==> config.mk <==
export PLATFORM = sky130hd
export DESIGN_NAME = minx_bus_arbiter
export DESIGN_NICKNAME = d
export VERILOG_FILES = /design/src/rtl/minx_bus_pkg.sv /design/src/rtl/minx_bus_arbiter_rr_select.sv /design/src/rtl/minx_bus_arbiter.sv
export SDC_FILE = /design/constraint.sdc
export NUM_CORES = 1
export LEC_CHECK = 0
export ABC_AREA = 0
export BUFFER_PORTS_ARGS = -buffer_cell sky130_fd_sc_hd__buf_2
export CAP_MARGIN = 40
export CORE_MARGIN = 2
export CORE_UTILIZATION = 30
export DETAILED_ROUTE_END_ITERATION = 8
export SETUP_SLACK_MARGIN = 0.02
export SYNTH_ARGS = -nofsm -noshare
export SYNTH_HDL_FRONTEND = slang
export SYNTH_SLANG_ARGS = --single-unit
==> constraint.sdc <==
create_clock -name clk -period 5.5 [get_ports clk]
set_input_delay 0.55 -clock clk [delete_from_list [all_inputs] [get_ports clk]]
set_output_delay 0.55 -clock clk [all_outputs]
set_load 0.05 [all_outputs]
==> src/rtl/minx_bus_pkg.sv <==
// Shared definitions for the MINX bus arbiter: FSM states, bus command codes
// and the owner encoding used on the owner output.
package minx_bus_pkg;

  typedef enum logic [2:0] {
    ST_IDLE,
    ST_REQ_CPU,
    ST_GRANT,
    ST_GAP,
    ST_RELEASE
  } arb_state_t;

  // bus_status command codes, common to s1c88, prc and the DMA masters
  localparam logic [1:0] BUS_COMMAND_IDLE      = 2'd0;
  localparam logic [1:0] BUS_COMMAND_IRQ_READ  = 2'd1;
  localparam logic [1:0] BUS_COMMAND_MEM_WRITE = 2'd2;
  localparam logic [1:0] BUS_COMMAND_MEM_READ  = 2'd3;

  localparam logic [2:0] OWNER_CPU = 3'd0;

  function automatic logic [2:0] owner_code(input int idx);
    return 3'(idx + 1);
  endfunction

endpackage

==> src/rtl/minx_bus_arbiter_rr_select.sv <==
// Combinational round-robin picker: first requester with req high, scanning
// upward from the index after last_grant and wrapping.
module rr_select #(
  parameter int NREQ = 2,
  parameter int IDW  = 1
) (
  input  logic [NREQ-1:0] req,
  input  logic [IDW-1:0]  last_grant,
  output logic [IDW-1:0]  sel,
  output logic            valid
);

  localparam logic [IDW:0] NREQ_W = (IDW+1)'(NREQ);

  logic [NREQ-1:0][IDW-1:0] cand_idx;
  logic [NREQ-1:0]          cand_hit;

  // Candidate gi is (last_grant + gi + 1) mod NREQ; the sum never reaches 2*NREQ
  genvar gi;
  generate
    for (gi = 0; gi < NREQ; gi++) begin : g_cand
      logic [IDW:0] cand_sum;
      assign cand_sum     = {1'b0, last_grant} + (IDW+1)'(gi + 1);
      assign cand_idx[gi] = (cand_sum >= NREQ_W) ? IDW'(cand_sum - NREQ_W)
                                                 : cand_sum[IDW-1:0];
      assign cand_hit[gi] = req[cand_idx[gi]];
    end
  endgenerate

  always_comb begin
    sel   = last_grant;
    valid = 1'b0;
    for (int i = NREQ - 1; i >= 0; i--) begin
      if (cand_hit[i]) begin
        sel   = cand_idx[i];
        valid = 1'b1;
      end
    end
  end

endmodule

==> src/rtl/minx_bus_arbiter.sv <==
// MINX system bus arbiter: CPU owns the bus by default; secondary masters are
// granted one at a time in round-robin order after the bus_request/bus_ack handshake.
module minx_bus_arbiter
  import minx_bus_pkg::*;
#(
  parameter int NREQ     = 2,
  parameter int MAX_HOLD = 4096
) (
  input  logic                  clk,
  input  logic                  reset_n,
  input  logic                  clk_ce,
  input  logic [NREQ-1:0]       req,
  output logic [NREQ-1:0]       grant,
  input  logic [NREQ-1:0][23:0] req_address,
  input  logic [NREQ-1:0][7:0]  req_data,
  input  logic [NREQ-1:0]       req_read,
  input  logic [NREQ-1:0]       req_write,
  input  logic [NREQ-1:0][1:0]  req_bus_status,
  input  logic [23:0]           cpu_address,
  input  logic [7:0]            cpu_data,
  input  logic                  cpu_read,
  input  logic                  cpu_write,
  input  logic [1:0]            cpu_bus_status,
  output logic                  cpu_bus_request,
  input  logic                  cpu_bus_ack,
  output logic [23:0]           bus_address,
  output logic [7:0]            bus_data,
  output logic                  bus_read,
  output logic                  bus_write,
  output logic [1:0]            bus_status,
  output logic [2:0]            owner,
  output logic                  hold_timeout,
  output logic                  protocol_error
);

  localparam int IDW = (NREQ > 1) ? $clog2(NREQ) : 1;
  localparam int HCW = $clog2(MAX_HOLD + 1);
  localparam logic [HCW-1:0] HOLD_MAX = HCW'(MAX_HOLD);

  arb_state_t      state_reg, state_next;
  logic [NREQ-1:0] grant_reg, grant_next;
  logic [2:0]      owner_reg, owner_next;
  logic            cpu_bus_request_reg, cpu_bus_request_next;
  logic [IDW-1:0]  last_grant_reg, last_grant_next;
  logic [HCW-1:0]  hold_cnt_reg, hold_cnt_next;
  logic            hold_timeout_reg, hold_timeout_next;
  logic            protocol_error_reg, protocol_error_next;

  logic [IDW-1:0]  rr_sel;
  logic            rr_valid;
  logic            grant_enter;
  logic [NREQ-1:0] owner_hit;

  rr_select #(
    .NREQ (NREQ),
    .IDW  (IDW)
  ) u_rr_select (
    .req        (req),
    .last_grant (last_grant_reg),
    .sel        (rr_sel),
    .valid      (rr_valid)
  );

  // last_grant_reg doubles as the index of the current holder while in GRANT
  always_comb begin
    state_next           = state_reg;
    grant_next           = grant_reg;
    owner_next           = owner_reg;
    cpu_bus_request_next = cpu_bus_request_reg;
    last_grant_next      = last_grant_reg;
    protocol_error_next  = protocol_error_reg;
    grant_enter          = 1'b0;

    unique case (state_reg)
      ST_IDLE: begin
        if (|req) begin
          state_next           = ST_REQ_CPU;
          cpu_bus_request_next = 1'b1;
        end
      end
      ST_REQ_CPU: begin
        // A request withdrawn in the same cycle the ack arrives is not granted
        if (!(|req)) begin
          state_next           = ST_RELEASE;
          cpu_bus_request_next = 1'b0;
        end else if (cpu_bus_ack) begin
          grant_enter = 1'b1;
        end
      end
      ST_GRANT, ST_GAP: begin
        if (!cpu_bus_ack) begin
          state_next           = ST_RELEASE;
          grant_next           = '0;
          owner_next           = OWNER_CPU;
          cpu_bus_request_next = 1'b0;
          protocol_error_next  = 1'b1;
        end else if (state_reg == ST_GAP) begin
          if (rr_valid) begin
            grant_enter = 1'b1;
          end else begin
            state_next           = ST_RELEASE;
            cpu_bus_request_next = 1'b0;
          end
        end else if (!req[last_grant_reg]) begin
          grant_next = '0;
          owner_next = OWNER_CPU;
          if (|req) begin
            state_next = ST_GAP;
          end else begin
            state_next           = ST_RELEASE;
            cpu_bus_request_next = 1'b0;
          end
        end
      end
      ST_RELEASE: begin
        if (!cpu_bus_ack) begin
          state_next = ST_IDLE;
        end
      end
      default: begin
        state_next = ST_IDLE;
      end
    endcase

    if (grant_enter) begin
      state_next         = ST_GRANT;
      last_grant_next    = rr_sel;
      grant_next         = '0;
      grant_next[rr_sel] = 1'b1;
      owner_next         = owner_code(int'(rr_sel));
    end
  end

  // Hold counter saturates so the flag stays meaningful on very long grants
  always_comb begin
    hold_cnt_next = hold_cnt_reg;
    if (grant_enter) begin
      hold_cnt_next = '0;
    end else if (state_reg == ST_GRANT && hold_cnt_reg != HOLD_MAX) begin
      hold_cnt_next = hold_cnt_reg + HCW'(1);
    end
    hold_timeout_next = hold_timeout_reg | (hold_cnt_next == HOLD_MAX);
  end

  always_ff @(posedge clk or negedge reset_n) begin
    if (!reset_n) begin
      state_reg           <= ST_IDLE;
      grant_reg           <= '0;
      owner_reg           <= OWNER_CPU;
      cpu_bus_request_reg <= 1'b0;
      last_grant_reg      <= IDW'(NREQ - 1);
      hold_cnt_reg        <= '0;
      hold_timeout_reg    <= 1'b0;
      protocol_error_reg  <= 1'b0;
    end else if (clk_ce) begin
      state_reg           <= state_next;
      grant_reg           <= grant_next;
      owner_reg           <= owner_next;
      cpu_bus_request_reg <= cpu_bus_request_next;
      last_grant_reg      <= last_grant_next;
      hold_cnt_reg        <= hold_cnt_next;
      hold_timeout_reg    <= hold_timeout_next;
      protocol_error_reg  <= protocol_error_next;
    end
  end

  genvar gi;
  generate
    for (gi = 0; gi < NREQ; gi++) begin : g_owner_hit
      assign owner_hit[gi] = (owner_reg == owner_code(gi));
    end
  endgenerate

  // Shared-bus mux keyed off the registered owner; the GAP cycle keeps CPU
  // address/data but suppresses both strobes
  always_comb begin
    bus_address = cpu_address;
    bus_data    = cpu_data;
    bus_read    = cpu_read;
    bus_write   = cpu_write;
    bus_status  = cpu_bus_status;
    for (int i = 0; i < NREQ; i++) begin
      if (owner_hit[i]) begin
        bus_address = req_address[i];
        bus_data    = req_data[i];
        bus_read    = req_read[i];
        bus_write   = req_write[i];
        bus_status  = req_bus_status[i];
      end
    end
    if (state_reg == ST_GAP) begin
      bus_read  = 1'b0;
      bus_write = 1'b0;
    end
  end

  assign grant           = grant_reg;
  assign owner           = owner_reg;
  assign cpu_bus_request = cpu_bus_request_reg;
  assign hold_timeout    = hold_timeout_reg;
  assign protocol_error  = protocol_error_reg;

endmodule

# After elaboration in Yosys (flattened, before gate mapping)
# Cells that the tools add are included.
[word_totals] output_inout_bits=44 elab_cells=114 regBits=25 input_bits=114
[op_classes] reduce_logical=12 eq_ne=18 mux=61 order_cmp=7 addsub=6 bitwise_logic=2
[ops] op="$mux W24" count=2
[ops] op="$mux W3" count=14
[ops] op="$mux W1" count=30
[ops] op="$mux W13" count=2
[ops] op="$mux W8" count=2
[ops] op="$ne A3 B3 Y1 const B" count=5
[ops] op="$mux W2" count=7
[ops] op="$add A13 B1 Y13 const B" count=1
[ops] op="$eq A13 B13 Y1 const B" count=1
[ops] op="$ne A13 B13 Y1 const B" count=1
[ops] op="$pmux W3 S4" count=1
[ops] op="$ne A5 B5 Y1 const B" count=2
[ops] op="$eq A3 B2 Y1 const B" count=3
[ops] op="$lt A1 B2 Y1 const B" count=4
[ops] op="$ne A4 B4 Y1 const B" count=2
[ops] op="$eq A3 B1 Y1 const B" count=2
[ops] op="$reduce_and A6 Y1" count=1
[ops] op="$reduce_and A5 Y1" count=1
[ops] op="$add A1 B1 Y2 const B" count=2
[ops] op="$ge A2 B2 Y1 const B" count=2
[ops] op="$reduce_and A4 Y1" count=1
[ops] op="$reduce_or A2 Y1" count=2
[ops] op="$eq A3 B3 Y1 const B" count=1
[ops] op="$logic_not A3 Y1" count=1
[ops] op="14 further kinds" count=16

# Longest topological paths before layout
[logic_depth] ltp_word=14 ltp_mapped=9 mapped_depth_nobuf=8

# By module
# From an unflattened synthesis, not the netlist that was laid out.
[hier_totals] hier_cells=350 area_unflattened_um2=2727.6
[by_module_without_submodules] mod="minx_bus_arbiter" seq_area_each_um2=551.8 cells_each=347 area_each_um2=2707.6 n_inst=1
[by_module_without_submodules] mod="rr_select" seq_area_each_um2=0.0 cells_each=3 area_each_um2=20.0 n_inst=1

# Worst setup path after synthesis
# OpenSTA, ideal clock, no wires.
[synth_path] path_type="reg2out" start="register, netlist name grant[0]" end="output bus_address[10]" n_path_buf=3 path_stages_with_launch=7 setup_slack_ns=2.594 t_arrival_ns=2.356 path_cell_list="dfrtp_1 -> clkbuf_1 -> nand2b_1 -> clkbuf_1 -> buf_1 -> o22ai_1 -> nor2_1"
[synth_lines] item="end: declaration" line="minx_bus_arbiter.sv:26" text="output logic [23:0] bus_address,"

# Final worst setup path
[layout_path] start="register owner_reg[1], in the netlist owner[1]" end="output bus_address[23]"
[layout_between] elab_chain_len=3 word_cells_on_any_way=4 cone_classes="eq/ne: 2; mux: 2"
[layout_rtl] item="start: declaration" line="minx_bus_arbiter.sv:42" text="logic [2:0] owner_reg, owner_next;"
[layout_rtl] item="start signal: assignment" line="minx_bus_arbiter.sv:158" text="owner_reg <= owner_next;"
[layout_rtl] item="$eq A3 B1 Y1" line="minx_bus_arbiter.sv:170" text="assign owner_hit[gi] = (owner_reg == owner_code(gi));"
[layout_rtl] item="$mux W24" line="minx_bus_arbiter.sv:183" text="if (owner_hit[i]) begin"
[layout_rtl] item="$mux W24 *" line="minx_bus_arbiter.sv:183"
# Every way passes the cells marked *; elsewhere a longest branch is shown, timed or not.

==> impl_summary.log <==
[metrics] result of the run: finished, final reports clean
[metrics] count of warnings emitted by yosys: 0
[metrics] sequential share of the synthesized area: 26.53%
[metrics] standard cell with the maximum stage delay on the critical path: sky130_fd_sc_hd__dfrtp_1
[metrics] wire length per cell: 15.88 um
[metrics] largest net degree at the start of global routing: 37
[metrics] Routability Congestion: 0.8369
[metrics] first-pass iteration count of the detailed router: 4
[metrics] post-route minimum period: 3.088 ns
[metrics] main flop type after synthesis: sky130_fd_sc_hd__dfrtp_1
[metrics] number of violations reported at the end of detailed-routing iteration 0: 201
[metrics] start-to-end type of the worst setup path: reg2out
[metrics] global-route wire length before repair: 12280 um
[metrics] width of the die: 87.26 um
[metrics] depth of the most critical reg-to-reg path: 6
[metrics] unrepaired setup endpoints after global routing: false
[metrics] placeable core region: 6756 sq um
[metrics] Final Hold Vio Count: 0
[metrics] Avg Vias per Cell: 5.271
[metrics] placed wire-length estimate: 6632 um
[metrics] share of synthesized cell area in and, or, nand and nor gates: 32.19%
[metrics] post-route antenna net violation count: 0
[metrics] Reg2Reg Capture Point: hold_timeout
[metrics] sum of negative setup slack: 0 ns
[metrics] register area: 551.8 sq um
[metrics] number of cell rows: 30
[metrics] cts repair resizes: 0
[metrics] overall power after layout: 1.839 mW
[metrics] fmax: 323.9 MHz
[metrics] final number of max-transition violations: 0
[metrics] flop-to-flop setup slack: 3.13 ns
[metrics] post-route design area: 3003 sq um
[metrics] Pwr per Cell Area: 612.3 nW/um^2
[metrics] post-synthesis sequential element count: 22
[metrics] Clk Latency, worst-skew pair: 0.28 ns
[metrics] data required time of the worst path: 4.95 ns
[metrics] minimum hold slack: 0.2202 ns
[metrics] slew at the pin closest to its max-slew limit: 0.5523 ns
[metrics] DIE AREA: 7613 sq um
[metrics] maximum fanout along the worst path: 25
[metrics] clock edge transition at the registers on the reported setup and hold paths: 0.10 ns
[metrics] initial antenna violation count: 1
[metrics] post-synthesis instance area: 2079 sq um
[metrics] Final #Nets: 567
[metrics] vias post-DR: 2799
[metrics] Post-Synthesis Net Count: 426
[metrics] adder-cell share of the synthesized area: 1.203%
[metrics] CTS sink cnt: 22
[metrics] GRT Residual Overflow: 0
[metrics] post-synthesis compound-gate area fraction: 29.84%
[metrics] Initial Util: 30.78%
[metrics] series of cell instances along the critical path: inv_1 > nand2_1 > buf_16 > nand2_1 > buf_16 > nor2_1 > nor2_1 > buf_2
[metrics] number of synthesized flops with an enable pin: 0
[metrics] worst slack at placement: 2.747 ns
[metrics] H-tree depth: 1
[metrics] Layout fillers: 716
[metrics] post-CTS repair timing setup buffer count: 0
[metrics] average cell area after synthesis: 6.708 sq um
[metrics] largest delay contributor family on the critical path: buffers and inverters
[metrics] Reg2Reg Launch Point: state_reg[0]
[metrics] final setup violation count: 0
[metrics] number of CTS-inserted buffers: 3
[metrics] arrival time reported for the critical path endpoint: 2.54 ns
[metrics] kind of end point of the critical path: output port
[metrics] Crit path largest cell delay: 0.46 ns
[metrics] part of the cycle the worst path needs: 56.14%
[metrics] number of buffers and inverters on the critical path: 4
[metrics] total area of multi-input combinational cells: 1396 sq um
[metrics] count of max-cap constraint violations: 0
[metrics] share of final-layout standard cells stronger than drive strength 1: 38.67%
[metrics] via count of the first global-routing pass: 2394
[metrics] normalized max-slew margin: 62.79%
[metrics] count of input and output buffers: 156
[metrics] Final WS setup: 2.412 ns
[metrics] worst-case clock skew: 0.003936 ns
[metrics] Yosys cell types: 49
[metrics] xor and xnor fraction of the mapped netlist area: 1.264%
[metrics] Die Height: 87.26 um
[metrics] startpoint type of the worst setup path: flop
[metrics] hold buffers post-CTS: 0
[metrics] buffer cell driving the clock tree root: sky130_fd_sc_hd__clkbuf_8
[metrics] largest family of logic cells by synthesized area: simple AND/OR/NAND/NOR gates
[metrics] detailed-route wire length: 8431 um
[metrics] remaining routing DRC violations: 0
[metrics] CTS tree: yes
[metrics] dpl cell area: 2929 sq um
[metrics] number of placed I/O pins: 158
[metrics] maximum buffer depth of the clock tree: 2
[metrics] leakage component of the power: 1.511 nW
[metrics] global-route total usage across every layer: 20.67%
[metrics] Worst IR Drop VDD: 0.0002801 V
[metrics] synthesis-to-finish area growth: 44.40%
[metrics] multiplexer share of the synthesized area: 2.467%
[metrics] synthesized instance count: 310
[metrics] FFs w/ async S/R, synth: 100.0%
[metrics] Hold WC Path Type: in2async
[metrics] number of flip-flops under the largest register name: 13
metrics by stage:
| step | utilization [%] | std cells |
|---|---|---|
| floorplan | - | 310 |
| global placement | 42.43 | 523 |
| detailed placement | 43.35 | 526 |
| CTS | 44.41 | 530 |
| global route | 44.44 | 531 |
| finish | 44.44 | 531 |
cell usage in the layout (no fill, tap or decap), drive strengths merged, types with 2 or more instances in the layout:
| cell type | Yosys | routed |
|---|---|---|
| buf | 6 | 160 |
| nor2 | 85 | 85 |
| o22ai | 34 | 34 |
| nand2 | 25 | 25 |
| o21ai | 24 | 24 |
| dfrtp | 21 | 21 |
| a21oi | 10 | 10 |
| inv | 8 | 8 |
| nand3 | 6 | 6 |
| nor2b | 5 | 5 |
| nor3 | 5 | 5 |
| mux2i | 4 | 4 |
| a22oi | 4 | 4 |
| a31oi | 4 | 4 |
| nor4 | 4 | 4 |
| nand4 | 4 | 4 |
| o31ai | 4 | 4 |
| and2 | 4 | 4 |
| nand2b | 3 | 3 |
| a21o | 3 | 3 |
| clkbuf | 18 | 3 |
| a211oi | 2 | 2 |
| a31o | 2 | 2 |
| xnor2 | 2 | 2 |
| a41o | 2 | 2 |
| ha | 2 | 2 |
cell type report:
| type | instances | share of cell area, % |
|---|---|---|
| Tap cell | 80 | 3.333 |
| Antenna cell | 1 | 0.08333 |
| Clock inverter | 1 | 1.000 |
| Sequential cell | 22 | 18.37 |
| Inverter | 8 | 1.000 |
| Clock buffer | 3 | 1.375 |
| Timing Repair Buffer | 160 | 28.33 |
| Multi-Input combinational cell | 256 | 46.50 |
cells by family (layout without fill, tap and decap cells):
family | after synthesis | after routing
DFF | 22 | 22
adders and majority gates | 2 | 2
xor gates and xnor gates | 3 | 3
other | 1 | 2
buffers and inverters | 32 | 172
muxes | 5 | 5
and+or+nand+nor | 148 | 148
AOI/OAI and AO/OA | 97 | 97
cell usage after synthesis, drive strengths merged, types with 5 or more instances:
cell type	number	area share (%)
nor2	85	15
o22ai	34	10
nand2	25	4.5
o21ai	24	6.0
dfrtp	21	25
clkbuf	18	3.2
a21oi	10	2.4
inv	8	1.4
buf	6	1.6
nand3	6	1.4
nor2b	5	1.5
nor3	5	1.2
routing by layer:
metal | GRT usage, % | routed length (um)
met1 | 27.17 | 3499
met2 | 35.74 | 4269
met5 | 0 | 0
met4 | 3.497 | 90
met3 | 3.697 | 572
power by group:
part           total, mW  internal [mW]  switching, mW
logic               1.39          0.376           1.01
registers          0.287          0.206         0.0809
clock network      0.164         0.0976         0.0663
worst max path at each step:
stage	startpoint	endpoint	slack (ns)	cells after the start
2_1_floorplan	grant[0]	bus_address[10]	2.59	6
3_3_place_gp	owner[1]	bus_address[23]	2.10	6
3_5_place_dp	owner[1]	bus_address[23]	2.75	8
4_1_cts	owner[1]	bus_address[23]	2.41	8
5_1_grt	owner[1]	bus_address[23]	2.25	8
6_report	owner[1]	bus_address[23]	2.41	8
No activity file was read; power rests on OpenSTA's default activity.
